--- src/rtl/scaled_frame_fetch.sv ---
// Streams a replicated SRC_W x SRC_H image from a 1-cycle ROM into a pixel FIFO,
// repeating pixels HSCALE times per line and lines VSCALE times per frame.
module scaled_frame_fetch #(
  parameter int DATA_W = 24,
  parameter int SRC_W  = 80,
  parameter int SRC_H  = 60,
  parameter int HSCALE = 8,
  parameter int VSCALE = 8,
  parameter int ADDR_W = 13
) (
  input  logic              clk,
  input  logic              rst,
  input  logic              en,
  output logic [ADDR_W-1:0] rom_addr,
  output logic              rom_rd,
  input  logic [DATA_W-1:0] rom_rdata,
  output logic [DATA_W-1:0] fifo_wdata,
  output logic              fifo_sof,
  output logic              fifo_eol,
  output logic              fifo_wr,
  input  logic              fifo_afull,
  input  logic              fifo_empty,
  output logic              frame_done,
  output logic              busy
);

  localparam int CW = (SRC_W  > 1) ? $clog2(SRC_W)  : 1;
  localparam int RW = (SRC_H  > 1) ? $clog2(SRC_H)  : 1;
  localparam int HW = (HSCALE > 1) ? $clog2(HSCALE) : 1;
  localparam int VW = (VSCALE > 1) ? $clog2(VSCALE) : 1;

  typedef enum logic [1:0] {
    IDLE = 2'd0,
    FILL = 2'd1,
    WAIT = 2'd2
  } state_t;

  state_t            state_q;
  logic [CW-1:0]     col_q, col_d;
  logic [RW-1:0]     row_q, row_d;
  logic [HW-1:0]     hrep_q, hrep_d;
  logic [VW-1:0]     vrep_q, vrep_d;
  logic [ADDR_W-1:0] base_q, base_d;
  logic              wr_q, sof_q, eol_q, done_q;

  logic hwrap, cwrap, vwrap, rwrap;
  logic sof_tag, eol_tag, last_tag;

  assign hwrap = (hrep_q == HW'(HSCALE-1));
  assign cwrap = (col_q  == CW'(SRC_W-1));
  assign vwrap = (vrep_q == VW'(VSCALE-1));
  assign rwrap = (row_q  == RW'(SRC_H-1));

  assign sof_tag  = (col_q == '0) && (hrep_q == '0) &&
                    (row_q == '0) && (vrep_q == '0);
  assign eol_tag  = cwrap && hwrap;
  assign last_tag = eol_tag && vwrap && rwrap;

  // afull gates the strobe combinationally so no read lands without a slot
  assign rom_rd   = (state_q == FILL) && !fifo_afull;
  assign rom_addr = base_q + ADDR_W'(col_q);

  assign fifo_wr    = wr_q;
  assign fifo_sof   = sof_q;
  assign fifo_eol   = eol_q;
  assign frame_done = done_q;
  assign fifo_wdata = wr_q ? rom_rdata : '0;
  assign busy       = (state_q != IDLE);

  always_comb begin
    col_d  = col_q;
    row_d  = row_q;
    hrep_d = hrep_q;
    vrep_d = vrep_q;
    base_d = base_q;
    if (rom_rd) begin
      if (!hwrap) begin
        hrep_d = hrep_q + 1'b1;
      end else begin
        hrep_d = '0;
        if (!cwrap) begin
          col_d = col_q + 1'b1;
        end else begin
          col_d = '0;
          if (!vwrap) begin
            vrep_d = vrep_q + 1'b1;
          end else begin
            vrep_d = '0;
            if (!rwrap) begin
              row_d  = row_q + 1'b1;
              base_d = base_q + ADDR_W'(SRC_W);
            end else begin
              row_d  = '0;
              base_d = '0;
            end
          end
        end
      end
    end
  end

  always_ff @(posedge clk or posedge rst) begin
    if (rst) begin
      state_q <= IDLE;
      col_q   <= '0;
      row_q   <= '0;
      hrep_q  <= '0;
      vrep_q  <= '0;
      base_q  <= '0;
      wr_q    <= 1'b0;
      sof_q   <= 1'b0;
      eol_q   <= 1'b0;
      done_q  <= 1'b0;
    end else begin
      col_q  <= col_d;
      row_q  <= row_d;
      hrep_q <= hrep_d;
      vrep_q <= vrep_d;
      base_q <= base_d;
      wr_q   <= rom_rd;
      sof_q  <= rom_rd && sof_tag;
      eol_q  <= rom_rd && eol_tag;
      done_q <= rom_rd && last_tag;
      unique case (state_q)
        IDLE: if (en) state_q <= FILL;
        FILL: begin
          if (rom_rd && last_tag && !en) state_q <= IDLE;
          else if (fifo_afull)           state_q <= WAIT;
        end
        WAIT: begin
          // parked exactly on a frame boundary: en may still stop us here
          if (sof_tag && !en)   state_q <= IDLE;
          else if (fifo_empty)  state_q <= FILL;
        end
        default: state_q <= IDLE;
      endcase
    end
  end

endmodule

--- config.mk ---
export PLATFORM = sky130hd
export DESIGN_NAME = scaled_frame_fetch
export DESIGN_NICKNAME = d
export VERILOG_FILES = /design/src/rtl/scaled_frame_fetch.sv
export SDC_FILE = /design/constraint.sdc
export NUM_CORES = 1
export LEC_CHECK = 0
export CAP_MARGIN = 10
export CORE_ASPECT_RATIO = 1.25
export CORE_MARGIN = 2
export CORE_UTILIZATION = 25
export CTS_BUF_LIST = sky130_fd_sc_hd__clkbuf_2
export DETAILED_ROUTE_END_ITERATION = 6
export DONT_BUFFER_PORTS = 1
export GPL_ROUTABILITY_DRIVEN = 0
export PLACE_DENSITY_LB_ADDON = 0.12
export SLEW_MARGIN = 30
export SYNTH_ARGS = -nofsm -noshare
export SYNTH_HDL_FRONTEND = slang
export SYNTH_SLANG_ARGS = --single-unit
--- constraint.sdc ---
create_clock -name clk -period 3 [get_ports clk]
set_clock_uncertainty 0.2 [all_clocks]
set_input_delay 0.9 -clock clk [delete_from_list [all_inputs] [get_ports clk]]
set_output_delay 0.9 -clock clk [all_outputs]
set_load 0.02 [all_outputs]
# ---- Word-level counts from Yosys, hierarchy flattened
# Cells that the tools add are included.
# Widths: inputs -> output; s select.
dict set report totals {
  register_bits 38
  latchBits 0
  mem_bits_rw 0
  mem_bits_ro 0
  in_bits 29
  output_inout_bits 43
  elab_cells 61
  n_memories 0
}
dict set report classes {
  addsub 6
  n_mul 0
  div_mod_pow 0
  order_cmp 0
  eq_ne 9
  n_shift 0
  muxes 12
  bitwise 0
  n_reduce_logical 24
}
# op count
set ops {}
lappend ops {{$mux 24} 1}
lappend ops {{$add 13x7->13} 1}
lappend ops {{$add 13x7->13 const B} 1}
lappend ops {{$mux 13} 1}
lappend ops {{$logic_and 1x1->1} 12}
lappend ops {{$mux 2} 5}
lappend ops {{$add 7x1->7 const B} 1}
lappend ops {{$eq 7x7->1 const B} 1}
lappend ops {{$logic_not 7->1} 1}
lappend ops {{$mux 7} 1}
lappend ops {{$add 3x1->3 const B} 2}
lappend ops {{$add 6x1->6 const B} 1}
lappend ops {{$eq 3x3->1 const B} 2}
lappend ops {{$eq 6x6->1 const B} 1}
lappend ops {{$logic_not 3->1} 2}
lappend ops {{$logic_not 6->1} 1}
lappend ops {{$mux 3} 2}
lappend ops {{$mux 6} 1}
lappend ops {{$pmux 2 s3} 1}
lappend ops {{$reduce_and 3->1} 2}
lappend ops {{$reduce_and 4->1} 1}
lappend ops {{$ne 3x2->1 const B} 1}
lappend ops {{$ne 3x3->1 const B} 1}
lappend ops {{$eq 2x1->1 const B} 1}
lappend ops {{6 further kinds} 7}

# ---- Longest topological paths before layout
dict set report depth {
  word_depth 8
  mapped_depth 8
}

# ---- Least setup slack after synthesis
# OpenSTA, ideal clock, no wires.
dict set report synth_path {
  path_kind {input-to-reg}
  from {input port fifo_afull}
  to {register base_q[11]}
  arrival_time_ns 2.467
  path_slack_ns 0.237
  cell_stages 5
  path_buffers 1
  cell_sequence {or3b_1 > buf_2 > or4_4 > or3_4 > o31ai_1}
}
dict set report synth_between {
  elab_chain_cells 3
}
# element line
set synth_lines {}
lappend synth_lines {{start: declaration} 21} ;# input logic fifo_afull,
lappend synth_lines {{$logic_not 1->1} 60} ;# assign rom_rd = (state_q == FILL) && !fifo_afull;
lappend synth_lines {{$logic_and 1x1->1} 60}
lappend synth_lines {{$reduce_and 4->1 (no line)} --}
lappend synth_lines {{end signal: assignment} 119} ;# base_q <= base_d;
lappend synth_lines {{end: declaration} 43} ;# logic [ADDR_W-1:0] base_q, base_d;
# No other way between the ends.
# A chain may end at the register's enable or synchronous reset.

# ---- Worst setup path in the final report
dict set report layout_path {
  from {register base_q[6]}
  to {output port rom_addr[10]}
}
dict set report layout_between {
  elab_chain_cells 1
}
# element line
set layout_lines {}
lappend layout_lines {{$add 13x7->13} 61} ;# assign rom_addr = base_q + ADDR_W'(col_q);
lappend layout_lines {{end: declaration} 14} ;# output logic [ADDR_W-1:0] rom_addr,
# No other way between the ends.

==> flow_metrics.env <==
export IMPL_grt_pass1_vias=1754
export IMPL_dp_hpwl_um=4140
export IMPL_root_buffer="clkbuf_2"
export IMPL_max_clock_freq_mhz=326
export IMPL_route_vias_total=1789
export IMPL_design_area_um2=2580
export IMPL_synthCells=244
export IMPL_fin_nets=304
export IMPL_cts_clk_slew_worst_paths_ps=210
export IMPL_critPathLaunchType="flop"
export IMPL_pwr_share_comb=0.293
export IMPL_clock_sinks=34
export IMPL_final_max_slew_viol_count=0
export IMPL_status="finished, violations left"
export IMPL_drc_errors=0
export IMPL_syn_nets=288
export IMPL_wirelength_um=5700
export IMPL_cts_tree="done"
export IMPL_dominantRegCellSynth="dfrtp_1"
export IMPL_antenna_found_initial=0
export IMPL_r2r_cells=6
export IMPL_seq_power_share=0.512
export IMPL_p_total_mw=1.16
export IMPL_setup_viol=4
export IMPL_row_count=38
export IMPL_io_buffers=0
export IMPL_post_synth_top_count_cell="dfrtp_1"
export IMPL_synthToLayoutAreaGrowth_pct=16.4
export IMPL_min_path_type="in -> async"
export IMPL_die_area_um2=9640
export IMPL_coreArea_um2=8650
export IMPL_drive_gt1_frac=0.188
export IMPL_maxCapViolCount=0
export IMPL_htreeDepth=2
export IMPL_drtIter0Drc=92
export IMPL_fillers=947
export IMPL_power_switching_mw=0.480
export IMPL_grt_pass1_wl_um=9230
export IMPL_grt_max_degree=35
export IMPL_synth_cell_types=49
export IMPL_synthArstFlopShare=1.00
export IMPL_ys_seq_elements=34
export IMPL_start_util=0.256
export IMPL_period_needed_ps=3070
export IMPL_yosysTopAreaCellShare=0.384
export IMPL_synth_warnings=0
export IMPL_hold_viol=0
export IMPL_clock_path_buffers=2
export IMPL_setup_slack_ps=-68.2
export IMPL_postRouteAntennaNets=0
export IMPL_power_frac_clock=0.196
export IMPL_syn_cell_area_um2=2220
export IMPL_grt_use_total=0.124
export IMPL_worstPathRequired_ps=1900
export IMPL_peakVddDrop_mv=0.195
export IMPL_clock_latency_ps=400
export IMPL_routedWlPerCell_um=14.9
export IMPL_slew_headroom=0.590
export IMPL_worst_slew_pin_slew_ps=615
export IMPL_crit_type="reg -> out"
export IMPL_synth_area_per_cell_um2=9.08
export IMPL_failed_checks="negative setup slack"
export IMPL_fin_crit_sh=1.02
export IMPL_synth_common_cells="34 x dfrtp_1, 27 x and2_1, 20 x o21ai_0, 15 x ha_1, 15 x inv_1"
export IMPL_ios=72
export IMPL_synth_top_cell_by_area="dfrtp_1"
export IMPL_die_h_um=109
export IMPL_crit_arrival_ps=1970
export IMPL_place_area_um2=2460
export IMPL_intPower_mw=0.683
export IMPL_powerDensity_nw_per_um2=451
export IMPL_final_setup_tns_ps=-138
export IMPL_overflow=0
export IMPL_critPathCaptureType="primary output"
export IMPL_synthTopCellsByArea="dfrtp_1 38%, ha_1 8.5%, and2_1 7.6%, o21ai_0 4.5%, xnor2_1 3.2%"
export IMPL_rsz0062_at_grt="yes"
export IMPL_die_x_um=88.2
export IMPL_cts_buffers=5
export IMPL_ys_seq_area_frac=0.384
export IMPL_leakagePower_nw=1.18
export IMPL_viasPerCell=4.70
export IMPL_diodes=0
export IMPL_synth_enable_flop_cells=0
export IMPL_critPathMaxFanout=3
export IMPL_switching_share=0.413
export IMPL_dr_pass1_iters=4
export IMPL_hold_buffers=0
power groups by stage:
| stage | Combinational, mW | Clock [mW] | Sequential, mW |
|---|---|---|---|
| 2_1_floorplan | 0.328 | 0 | 0.560 |
| 3_3_place_gp | 0.349 | 0 | 0.603 |
| 3_5_place_dp | 0.344 | 0 | 0.604 |
| 4_1_cts | 0.347 | 0.237 | 0.595 |
| 5_1_grt | 0.388 | 0.254 | 0.607 |
| 6_report | 0.341 | 0.228 | 0.595 |
critical path, cell delays in order (launching register included):
cell and delay [ps]:
dfrtp_1 470, ha_4 290, nor2_2 40, a211oi_2 190, buf_4 160, nand4_1 110, xnor2_1 160, buf_4 160
cells by family (layout without fill, tap and decap cells):
group | after synthesis | count (layout) | synth area share
AOI/OAI and AO/OA | 50 | 50 | 0.138
xor gates and xnor gates | 13 | 13 | 0.0514
adders and majority gates | 15 | 15 | 0.0847
buffers and inverters | 28 | 45 | 0.0503
DFF | 34 | 34 | 0.384
muxes | 7 | 7 | 0.0344
other | 1 | 1 | 0.00169
and+or+nand+nor | 96 | 96 | 0.256
layout by cell type, fill, tap and decap left out, types with 3 or more instances in the layout:
| master | instances |
|---|---|
| nand2_1 | 14 |
| o21ai_0 | 20 |
| nand4_1 | 7 |
| and2_1 | 27 |
| nand2b_1 | 4 |
| buf_4 | 21 |
| nand3b_1 | 3 |
| inv_1 | 15 |
| dfrtp_1 | 32 |
| and3_1 | 4 |
| nand3_1 | 4 |
| xor2_1 | 5 |
| o31ai_1 | 4 |
| a21oi_1 | 9 |
| or3_1 | 5 |
| clkbuf_2 | 6 |
| nor3_1 | 3 |
| nor2_1 | 10 |
| xnor2_1 | 8 |
| ha_1 | 12 |
| mux2_2 | 5 |
layer usage:
metal / up-vias / part of all wire / global-route usage
li1: 883 / - / -
met1: 859 / 0.47 / 0.171
met2: 41 / 0.48 / 0.196
met3: 6 / 0.038 / 0.0257
met4: 0 / 0.013 / 0.0357
met5: - / 0 / 0
cell type report:
class	instances	area, µm²	area share
multi-input cells	182	1300	0.505
flip-flops and latches	34	853	0.331
repair buffers	22	178	0.0689
well taps	120	150	0.0582
inverters	15	56.3	0.0218
clock buffers	6	30.0	0.0116
clock inverters	2	8.76	0.00340
path summary, 6_finish.rpt:
| path | from | end | slack (ps) |
|---|---|---|---|
| worst max-delay path | base_q[6]$_DFFE_PP0P_ | rom_addr[10] | -70 |
| worst min-delay path | rst | base_q[7]$_DFFE_PP0P_ | 260 |
| worst max register to register | vrep_q[0]$_DFFE_PP0P_ | base_q[9]$_DFFE_PP0P_ | 410 |
| worst min register to register | hrep_q[2]$_DFFE_PP0P_ | hrep_q[2]$_DFFE_PP0P_ | 350 |
| max in group asynchronous | rst | col_q[6]$_DFFE_PP0P_ | 1970 |
| min in group clk | hrep_q[2]$_DFFE_PP0P_ | hrep_q[2]$_DFFE_PP0P_ | 350 |
flip-flops by register name, summed over array words and instances, names as in the netlist:
register	count
base_q	9
col_q	7
fifo_eol	1
fifo_sof	1
fifo_wr	1
frame_done	1
hrep_q	3
row_q	6
state_q	2
vrep_q	3
through the flow:
stage	worst slack (ps)	hold slack, ps	util	instances
final	-68.2	261	0.298	381
after global routing	-207	292	0.298	381
after CTS	-134	295	0.296	379
after detailed placement	129	303	0.284	369
after global placement	168	325	0.284	369
after floorplan	237	265	-	244
repair_timing:
action,in CTS,in global routing
gates resized for setup,7,3
endpoints found under the setup margin,6,6
setup buffers,2,2
pin swaps,8,4
gates cloned,0,0
Power figures use the tool's default switching activity.
